File: src/rtl/regbank_wr_arbiter.sv
// Round-robin arbiter sharing the single write port of an 8 x 16-bit register bank
// between two requesters, each buffered by a one-entry slot.
module regbank_wr_arbiter (
    input  logic        clk,
    input  logic        rst,
    input  logic        req0_valid,
    input  logic [2:0]  req0_reg,
    input  logic [15:0] req0_data,
    output logic        req0_ready,
    input  logic        req1_valid,
    input  logic [2:0]  req1_reg,
    input  logic [15:0] req1_data,
    output logic        req1_ready,
    output logic        wr_en,
    output logic [2:0]  wr_reg,
    output logic [15:0] wr_data,
    output logic [7:0]  pending,
    output logic        last_grant
);

    logic        slot0_full_q, slot0_full_d;
    logic [2:0]  slot0_reg_q, slot0_reg_d;
    logic [15:0] slot0_data_q, slot0_data_d;
    logic        slot1_full_q, slot1_full_d;
    logic [2:0]  slot1_reg_q, slot1_reg_d;
    logic [15:0] slot1_data_q, slot1_data_d;
    logic        ptr_q, ptr_d;
    logic        last_grant_q, last_grant_d;
    logic        wr_en_q, wr_en_d;
    logic [2:0]  wr_reg_q, wr_reg_d;
    logic [15:0] wr_data_q, wr_data_d;

    logic grant0, grant1, load0, load1;

    always_comb begin
        grant0 = slot0_full_q && (!slot1_full_q || !ptr_q);
        grant1 = slot1_full_q && (!slot0_full_q || ptr_q);

        // A slot being drained this edge can accept a refill at the same edge.
        req0_ready = !slot0_full_q || grant0;
        req1_ready = !slot1_full_q || grant1;

        // Writes to register 0 are handshaken but never buffered.
        load0 = req0_valid && req0_ready && (req0_reg != '0);
        load1 = req1_valid && req1_ready && (req1_reg != '0);

        slot0_full_d = slot0_full_q;
        slot0_reg_d  = slot0_reg_q;
        slot0_data_d = slot0_data_q;
        slot1_full_d = slot1_full_q;
        slot1_reg_d  = slot1_reg_q;
        slot1_data_d = slot1_data_q;

        if (grant0) slot0_full_d = 1'b0;
        if (load0) begin
            slot0_full_d = 1'b1;
            slot0_reg_d  = req0_reg;
            slot0_data_d = req0_data;
        end
        if (grant1) slot1_full_d = 1'b0;
        if (load1) begin
            slot1_full_d = 1'b1;
            slot1_reg_d  = req1_reg;
            slot1_data_d = req1_data;
        end

        wr_en_d      = grant0 || grant1;
        wr_reg_d     = wr_reg_q;
        wr_data_d    = wr_data_q;
        ptr_d        = ptr_q;
        last_grant_d = last_grant_q;
        if (grant0) begin
            wr_reg_d     = slot0_reg_q;
            wr_data_d    = slot0_data_q;
            ptr_d        = 1'b1;
            last_grant_d = 1'b0;
        end else if (grant1) begin
            wr_reg_d     = slot1_reg_q;
            wr_data_d    = slot1_data_q;
            ptr_d        = 1'b0;
            last_grant_d = 1'b1;
        end
    end

    always_ff @(posedge clk or posedge rst) begin
        if (rst) begin
            slot0_full_q <= 1'b0;
            slot0_reg_q  <= '0;
            slot0_data_q <= '0;
            slot1_full_q <= 1'b0;
            slot1_reg_q  <= '0;
            slot1_data_q <= '0;
            ptr_q        <= 1'b0;
            last_grant_q <= 1'b0;
            wr_en_q      <= 1'b0;
            wr_reg_q     <= '0;
            wr_data_q    <= '0;
        end else begin
            slot0_full_q <= slot0_full_d;
            slot0_reg_q  <= slot0_reg_d;
            slot0_data_q <= slot0_data_d;
            slot1_full_q <= slot1_full_d;
            slot1_reg_q  <= slot1_reg_d;
            slot1_data_q <= slot1_data_d;
            ptr_q        <= ptr_d;
            last_grant_q <= last_grant_d;
            wr_en_q      <= wr_en_d;
            wr_reg_q     <= wr_reg_d;
            wr_data_q    <= wr_data_d;
        end
    end

    always_comb begin
        pending = '0;
        for (int unsigned r = 1; r < 8; r++) begin
            pending[r] = (slot0_full_q && slot0_reg_q == 3'(r)) ||
                         (slot1_full_q && slot1_reg_q == 3'(r)) ||
                         (wr_en_q && wr_reg_q == 3'(r));
        end
    end

    assign wr_en      = wr_en_q;
    assign wr_reg     = wr_reg_q;
    assign wr_data    = wr_data_q;
    assign last_grant = last_grant_q;

endmodule

File: config.mk
export PLATFORM = sky130hd
export DESIGN_NAME = regbank_wr_arbiter
export DESIGN_NICKNAME = d
export VERILOG_FILES = /design/src/rtl/regbank_wr_arbiter.sv
export SDC_FILE = /design/constraint.sdc
export NUM_CORES = 1
export LEC_CHECK = 0
export ABC_AREA = 1
export CORE_UTILIZATION = 34
export CTS_CLUSTER_SIZE = 10
export DETAILED_ROUTE_END_ITERATION = 10
export GPL_TIMING_DRIVEN = 0
export SLEW_MARGIN = 20
export SYNTH_ARGS = -nofsm -noshare
export SYNTH_HDL_FRONTEND = slang
export SYNTH_SLANG_ARGS = --single-unit
File: constraint.sdc
create_clock -name clk -period 2.1 [get_ports clk]
set_input_delay 0.42 -clock clk [delete_from_list [all_inputs] [get_ports clk]]
set_output_delay 0.42 -clock clk [all_outputs]
set_load 0.03 [all_outputs]
==> impl_metrics.py, run 1 <==
metrics = {
    "routing": {
        "routed_wl_mm": 7.46,
        "drc": 0,
        "antenna_left": 0,
        "dr.pass1.iters": 4,
        "wl_per_cell_um": 13.6,
        "vias": 2711,
        "drt_iter0_drc": 129,
        "vias_per_cell": 4.96,
    },
    "floorplanning": {
        "die_w_um": 94.4,
        "initial_core_util": 0.353,
        "rows": 33,
        "die_height_um": 94.4,
        "ioPinCount": 73,
        "die_area_um2": 8900,
        "core_area_um2": 8220,
    },
    "worst_setup_path": {
        "cp-startpoint": "slot1_full_q",
        "cp_slowest_stage_delay_ns": 0.44,
        "crit_arrival_ns": 1.58,
        "crit_fanout": 10,
        "cp-start-kind": "register",
        "crit_family": "buffers and inverters",
        "cp_slowest_cell": "dfrtp_2",
        "cp_cell_sequence": "nand3_1 > buf_2 > clkdlybuf4s15_1",
        "reg2reg_from": "slot0_full_q",
        "end_kind": "output pin",
        "cp.required_ns": 1.68,
        "worst-path-buf-inv": 2,
        "critPathKind": "register to output pin",
    },
    "placed_design": {
        "post-dp-hpwl_mm": 5.64,
        "gp_congestion": 0.828,
        "io_buffer_count": 71,
        "placed_cells": 534,
        "placedInstanceArea_um2": 3770,
    },
    "layout": {
        "drive_gt1_frac": 0.109,
        "areaGrowthSynthToFinish_pct": 35.0,
        "final_util": 0.477,
        "layout.nets": 482,
        "antenna_cells": 0,
        "layout.cells.non_filler": 547,
        "fillers": 819,
        "ff_latch_area_um2": 1550,
        "multiInputGateArea_um2": 1150,
        "final_common_cell": "nand2_1",
        "layout_common_cells": "nand2_1 (109), nand3_1 (91), clkdlybuf4s50_1 (62)",
        "fin_area_um2": 3920,
    },
    "pwr": {
        "ir_drop_v": 0.000877,
        "p_leak_uw": 0.00192,
        "power-per-cell-area_nw_per_um2": 1290,
    },
    "yosys": {
        "synthTopCellsByArea": "dfrtp_1 (53%), nand3_1 (16%), nand2_1 (14%), nand4_1 (7.8%), buf_2 (3.5%)",
        "yosysWarnings": 0,
        "synth_area_um2": 2900,
        "ys_seq_area_frac": 0.535,
        "yosys.area.top_type": "dfrtp_1",
        "synthesis.nets": 399,
        "avgSynthCellArea_um2": 8.12,
        "synth_top_area_frac": 0.535,
        "synthCells": 357,
        "ys_types": 13,
        "synth-seq-cells": 62,
    },
    "timing": {
        "period_needed_ns": 2.00,
        "setup-violations-final": 0,
        "timing.final.hold_violations": 0,
        "drv_slew": 0,
        "rsz0062_at_grt": "no",
        "period_share": 0.951,
        "max_freq_mhz": 501,
        "skew_ns": 0.00556,
        "finalSetupTns_ns": 0,
    },
    "global_route": {
        "track_usage": 0.181,
        "grt_pass1_vias": 2625,
        "grt_pass1_wl_mm": 12.4,
        "gr-total-overflow": 0,
        "antenna_found_initial": 0,
        "grt_max_degree": 54,
    },
    "clock_tree": {
        "clk_pin_slew_ns": 0.06,
        "clkSinkCount": 62,
        "htree_levels": 3,
        "clockBufferDepth": 2,
        "cts_tree": "yes",
        "insertion_delay_ns": 0.32,
        "cts_setup_buffers": 0,
        "cts_root_buffer": "clkbuf_8",
        "cts_buffers": 9,
    },
    "job": {
        "max_cap_violations": 0,
    },
    "status": {
        "status": "completed",
    },
    "hold_path": {
        "hold_class": "primary input to asynchronous set/reset pin",
    },
}
[per-stage QoR]
stage	setup WS, ns	power, uW	hold slack, ns
5_1_grt	0.00210	5420	0.357
2_1_floorplan	0.139	3300	0.443
3_3_place_gp	-0.977	4210	0.463
6_report	0.103	5050	0.347
3_5_place_dp	-0.0969	4240	0.459
4_1_cts	0.000673	5130	0.333
[synthesized netlist by cell type]
| cell | count |
|---|---|
| inv_1 | 18 |
| nand4_1 | 36 |
| buf_4 | 2 |
| nor2_1 | 11 |
| conb_1 | 1 |
| dfrtp_1 | 62 |
| clkbuf_1 | 3 |
| o211ai_1 | 1 |
| o21ai_0 | 1 |
| buf_2 | 20 |
| buf_1 | 2 |
| nand3_1 | 91 |
| nand2_1 | 109 |
[what timing repair did]
item	CTS	global route
cloned	0	0
hold buffers	0	0
setup endpoints to repair	9	9
gates resized for setup	28	14
[worst paths after layout]
| check | end | slack [ns] | cells past startpoint |
|---|---|---|---|
| max | req1_ready | 0.10 | 3 |
| min | slot1_data_q[6] | 0.35 | 2 |
| max reg2reg | slot0_data_q[8] | 0.82 | 4 |
| min reg2reg | slot1_data_q[9] | 0.47 | 2 |
| max in group asynchronous | slot0_full_q | 1.25 | 3 |
| min in group clk | slot1_data_q[9] | 0.47 | 2 |
[layer usage]
metal,GRT usage,routed length [um]
met5,0,0
met4,0.0679,52
met3,0.0298,253
met2,0.300,3620
met1,0.238,3540
[cell type report]
class / instances / share of cell area
repair buffers: 72 / 0.181
plain buffers: 27 / 0.0355
clock buffers: 11 / 0.0387
flip-flops and latches: 62 / 0.397
inverters: 18 / 0.0179
well taps: 105 / 0.0335
multi-input cells: 250 / 0.294
clock inverters: 2 / 0.00256
[worst reg2reg max path, stage by stage (launching register included)]
cell	delay, ns
dfrtp_2	0.44
nand3_1	0.16
clkbuf_1	0.36
nand4_1	0.16
nand2_1	0.10
[kinds of logic (layout without fill, tap and decap cells)]
family                 after synthesis  count (layout)  synth area share
buffers and inverters               45             130            0.0695
other                                1               1           0.00129
AOI/OAI and AO/OA                    2               2           0.00431
DFF                                 62              62             0.535
and+or+nand+nor                    247             247             0.390
[where the power goes]
group	internal, uW	total, uW	switching [uW]	leakage [uW]
Combinational	862	2270	1410	0.00108
Sequential	1600	1910	313	0.000755
Clock	469	875	406	0.0000869
No activity file was read; power rests on OpenSTA's default activity.
==> run 2, diff against run 1 <==
--- a/config.mk
+++ b/config.mk
@@ -6,6 +6,7 @@
 export NUM_CORES = 1
 export LEC_CHECK = 0
 export ABC_AREA = 1
+export CORE_MARGIN = 2
 export CORE_UTILIZATION = 34
 export CTS_CLUSTER_SIZE = 10
 export DETAILED_ROUTE_END_ITERATION = 10
==> impl_metrics.py, run 2 (synthesis gave the netlist of run 1 again) <==
metrics = {
    "status": {
        "status": "completed",
    },
    "layout": {
        "layout.nets": 483,
        "final_common_cell": "nand2_1",
        "drive_gt1_frac": 0.110,
        "fin_area_um2": 3930,
        "antenna_cells": 0,
        "layout_common_cells": "nand2_1 (109), nand3_1 (91), clkdlybuf4s50_1 (62), dfrtp_1 (62), nand4_1 (36)",
        "final_util": 0.476,
        "fillers": 831,
        "areaGrowthSynthToFinish_pct": 35.6,
    },
    "worst_setup_path": {
        "critPathKind": "register to output pin",
        "cp_slowest_stage_delay_ns": 0.39,
        "crit_fanout": 10,
        "cp_cell_sequence": "buf_4 > nand3_1 > clkbuf_4 > clkdlybuf4s15_2",
        "end_kind": "output pin",
        "crit_arrival_ns": 1.58,
        "cp.required_ns": 1.68,
        "cp-start-kind": "register",
        "cp_slowest_cell": "dfrtp_1",
    },
    "job": {
        "max_cap_violations": 0,
    },
    "pwr": {
        "sw_frac_of_total": 0.419,
        "seqPwrFrac": 0.368,
        "p_clk_frac": 0.190,
        "p_int_uw": 3000,
        "power-per-cell-area_nw_per_um2": 1310,
        "switchingPower_uw": 2170,
        "ir_drop_v": 0.000849,
        "combPwrFrac": 0.441,
        "power.total_uw": 5170,
        "p_leak_uw": 0.00194,
    },
    "clock_tree": {
        "clockBufferDepth": 2,
        "cts_tree": "yes",
        "clkSinkCount": 62,
        "clk_pin_slew_ns": 0.07,
        "insertion_delay_ns": 0.33,
        "cts_root_buffer": "clkbuf_8",
        "htree_levels": 3,
        "cts_buffers": 9,
    },
    "floorplanning": {
        "ioPinCount": 73,
        "die_height_um": 96.4,
        "core_area_um2": 8260,
        "die_area_um2": 9290,
        "rows": 33,
        "die_w_um": 96.4,
        "initial_core_util": 0.351,
    },
    "global_route": {
        "track_usage": 0.176,
        "use_met2": 0.273,
        "met3_usage": 0.0462,
        "grt_max_degree": 38,
        "grt_pass1_wl_mm": 12.4,
        "grt_util_met1": 0.238,
        "antenna_found_initial": 0,
        "grt_pass1_vias": 2684,
        "gr-total-overflow": 0,
        "busiest_layer": "met2",
    },
    "placed_design": {
        "placedInstanceArea_um2": 3760,
        "post-dp-hpwl_mm": 5.76,
        "gp_congestion": 0.894,
        "io_buffer_count": 71,
    },
    "timing": {
        "timing.final.hold_violations": 0,
        "max_freq_mhz": 501,
        "period_share": 0.951,
        "drv_slew": 0,
        "rsz0062_at_grt": "no",
        "skew_ns": 0.00676,
        "period_needed_ns": 2.00,
        "setup-violations-final": 0,
    },
    "routing": {
        "drc": 0,
        "routed_wl_mm": 7.54,
        "dr.pass1.iters": 4,
        "wl_per_cell_um": 13.7,
        "vias": 2750,
        "vias_per_cell": 4.99,
        "antenna_left": 0,
        "drt_iter0_drc": 95,
    },
    "hold_path": {
        "hold_class": "primary input to asynchronous set/reset pin",
    },
}
==> run 2: timing repair <==
action	in CTS	in global routing
setup buffers	1	0
endpoints found under the setup margin	9	9
gates resized for setup	28	15
hold buffers	0	0
pin swaps	0	0
==> run 2: power by group through the flow <==
stage | registers [uW] | clock network [uW] | logic, uW
5_1_grt | 1960 | 1080 | 2510
3_3_place_gp | 1920 | 0 | 2280
6_report | 1900 | 984 | 2280
3_5_place_dp | 1920 | 0 | 2320
4_1_cts | 1900 | 1020 | 2330
2_1_floorplan | 2220 | 0 | 1080
==> run 2: final timing paths <==
path,start,endpoint,slack (ns),cells past startpoint
setup / recovery,slot0_full_q,req1_ready,0.10,4
hold / removal,rst,slot1_data_q[14],0.41,2
setup reg to reg,slot1_full_q,slot0_data_q[8],0.81,4
hold reg to reg,slot1_data_q[0],slot1_data_q[0],0.47,2
max in group asynchronous,rst,last_grant,1.20,3
min in group clk,slot1_data_q[0],slot1_data_q[0],0.47,2
==> run 2: per-stage QoR <==
step / cells / setup TNS [ns] / setup WS, ns / hold WS (ns)
2_1_floorplan: 357 / 0 / 0.139 / 0.443
3_3_place_gp: 533 / -58.70 / -0.947 / 0.462
3_5_place_dp: 534 / -0.311 / -0.0797 / 0.461
4_1_cts: 551 / 0 / 0.00413 / 0.404
5_1_grt: 551 / 0 / 0.0111 / 0.427
6_report: 551 / 0 / 0.103 / 0.406
==> run 2: layer usage <==
metal  wire, um  vias to the layer above
met5          0                        -
met4        176                        0
met3        367                       18
met2       3550                       71
met1       3450                     1287
li1           -                     1374
==> run 2: final cells by class <==
class | instances | area, um2 | share of cell area
flip-flops and latches | 62 | 1550 | 0.395
multi-input cells | 250 | 1150 | 0.292
repair buffers | 73 | 707 | 0.180
plain buffers | 27 | 141 | 0.0360
clock buffers | 11 | 131 | 0.0334
well taps | 105 | 131 | 0.0334
inverters | 18 | 70.1 | 0.0178
clock inverters | 5 | 50.0 | 0.0127
==> run 2: worst max-delay path, delay by kind of cell (launching register included) <==
kind,cells,cell delay (ns)
DFF,1,0.39
buffers and inverters,3,0.70
and+or+nand+nor,1,0.15
==> run 3, diff against run 2 <==
--- a/config.mk
+++ b/config.mk
@@ -11,6 +11,7 @@
 export CTS_CLUSTER_SIZE = 10
 export DETAILED_ROUTE_END_ITERATION = 10
 export GPL_TIMING_DRIVEN = 0
+export PLACE_DENSITY_LB_ADDON = 0.25
 export SLEW_MARGIN = 20
 export SYNTH_ARGS = -nofsm -noshare
 export SYNTH_HDL_FRONTEND = slang
==> impl_metrics.py, run 3 (synthesis gave the netlist of run 1 again) <==
metrics = {
    "status": {
        "status": "completed",
    },
    "global_route": {
        "grt_pass1_wl_mm": 12.5,
        "gr-total-overflow": 0,
        "track_usage": 0.177,
        "antenna_found_initial": 0,
        "grt_pass1_vias": 2652,
        "grt_max_degree": 47,
    },
    "layout": {
        "fillers": 819,
        "areaGrowthSynthToFinish_pct": 36.0,
        "drive_gt1_frac": 0.116,
        "final_common_cell": "nand2_1",
        "layout.nets": 484,
        "layout_common_cells": "nand2_1 (109), nand3_1 (91), clkdlybuf4s50_1 (62)",
        "antenna_cells": 0,
    },
    "pwr": {
        "ir_drop_v": 0.000878,
        "p_leak_uw": 0.00194,
        "power-per-cell-area_nw_per_um2": 1300,
    },
    "routing": {
        "drc": 0,
        "vias_per_cell": 4.98,
        "vias": 2747,
        "drt_iter0_drc": 145,
        "wl_per_cell_um": 13.9,
        "dr.pass1.iters": 4,
        "routed_wl_mm": 7.67,
        "antenna_left": 0,
    },
    "clock_tree": {
        "clockBufferDepth": 2,
        "clk_pin_slew_ns": 0.07,
        "cts_tree": "yes",
        "clkSinkCount": 62,
        "insertion_delay_ns": 0.34,
        "cts_root_buffer": "clkbuf_8",
        "cts_buffers": 9,
        "htree_levels": 3,
    },
    "floorplanning": {
        "die_area_um2": 9290,
        "ioPinCount": 73,
        "die_w_um": 96.4,
        "initial_core_util": 0.351,
        "core_area_um2": 8260,
        "die_height_um": 96.4,
        "rows": 33,
    },
    "placed_design": {
        "io_buffer_count": 71,
        "gp_congestion": 0.888,
        "post-dp-hpwl_mm": 5.74,
        "post-place-ws_ns": -0.102,
    },
    "worst_setup_path": {
        "cp-start-kind": "register",
        "reg2reg_from": "slot0_full_q",
        "cp_cell_sequence": "nand3_1 > buf_2 > clkdlybuf4s15_1",
        "cp_slowest_stage_delay_ns": 0.45,
        "critPathKind": "register to output pin",
        "cp_slowest_cell": "dfrtp_2",
        "crit_fanout": 10,
        "end_kind": "output pin",
        "cp_num_cells": 3,
        "r2r_end": "wr_data[4]",
        "crit_family": "buffers and inverters",
        "worst-path-buf-inv": 2,
        "r2r_slack_ns": 0.81,
        "cp.required_ns": 1.68,
        "crit_arrival_ns": 1.56,
        "cp-startpoint": "slot1_full_q",
        "reg2reg_depth": 6,
        "endpoint": "req0_ready",
    },
    "hold_path": {
        "hold_class": "primary input to asynchronous set/reset pin",
    },
    "timing": {
        "skew_ns": 0.00872,
        "setup-violations-final": 0,
        "drv_slew": 0,
        "finalSetupTns_ns": 0,
        "fin_ws_ns": 0.117,
        "timing.final.hold_violations": 0,
        "period_share": 0.944,
        "period_needed_ns": 1.98,
        "max_freq_mhz": 504,
        "rsz0062_at_grt": "no",
    },
    "job": {
        "max_cap_violations": 0,
    },
}
## run 3: layout make-up
type	count	area [um2]	share of cell area
buffer	27	145	0.0368
sequential	62	1550	0.394
clock inverter	4	22.5	0.00571
inverter	18	70.1	0.0178
clock buffer	12	145	0.0368
timing repair buffer	74	724	0.184
tap	105	131	0.0333
multi-input combinational	250	1150	0.292
## run 3: repair_timing
item                                   CTS  global route
buffers inserted                         2             0
hold buffers                             0             0
pin swaps                                0             0
resized for setup                       30            18
endpoints found under the hold margin    0             0
setup endpoints to repair                9             9
## run 3: metrics by stage
step	cells	hold slack, ns	util	total power (uW)	area, um2
finish	552	0.362	0.478	5120	3940
global route	552	0.372	0.478	5470	3940
CTS	552	0.367	0.480	5170	3970
detailed placement	534	0.459	0.457	4250	3770
global placement	533	0.463	0.453	4200	3740
floorplan	357	0.443	-	3300	2900
## run 3: routing by layer
metal	wire length [um]	vias up	global-route usage
met4	135	0	0.0587
met3	418	16	0.0478
met2	3650	76	0.277
met5	0	-	0
met1	3480	1275	0.239
li1	-	1380	-
## run 3: worst min-delay path by stage
stage,to,depth (start not counted),slack (ns)
floorplan,slot0_data_q[15],2,0.44
global placement,slot1_data_q[9],2,0.46
detailed placement,slot0_data_q[6],2,0.46
CTS,wr_data[3],2,0.37
global route,wr_data[2],2,0.37
finish,wr_data[2],2,0.36
## run 3: where the power goes
group	switching (uW)	leakage (uW)	internal [uW]
Clock	453	0.0000861	455
Combinational	1410	0.00110	883
Sequential	319	0.000756	1590
Total	2190	0.00194	2930
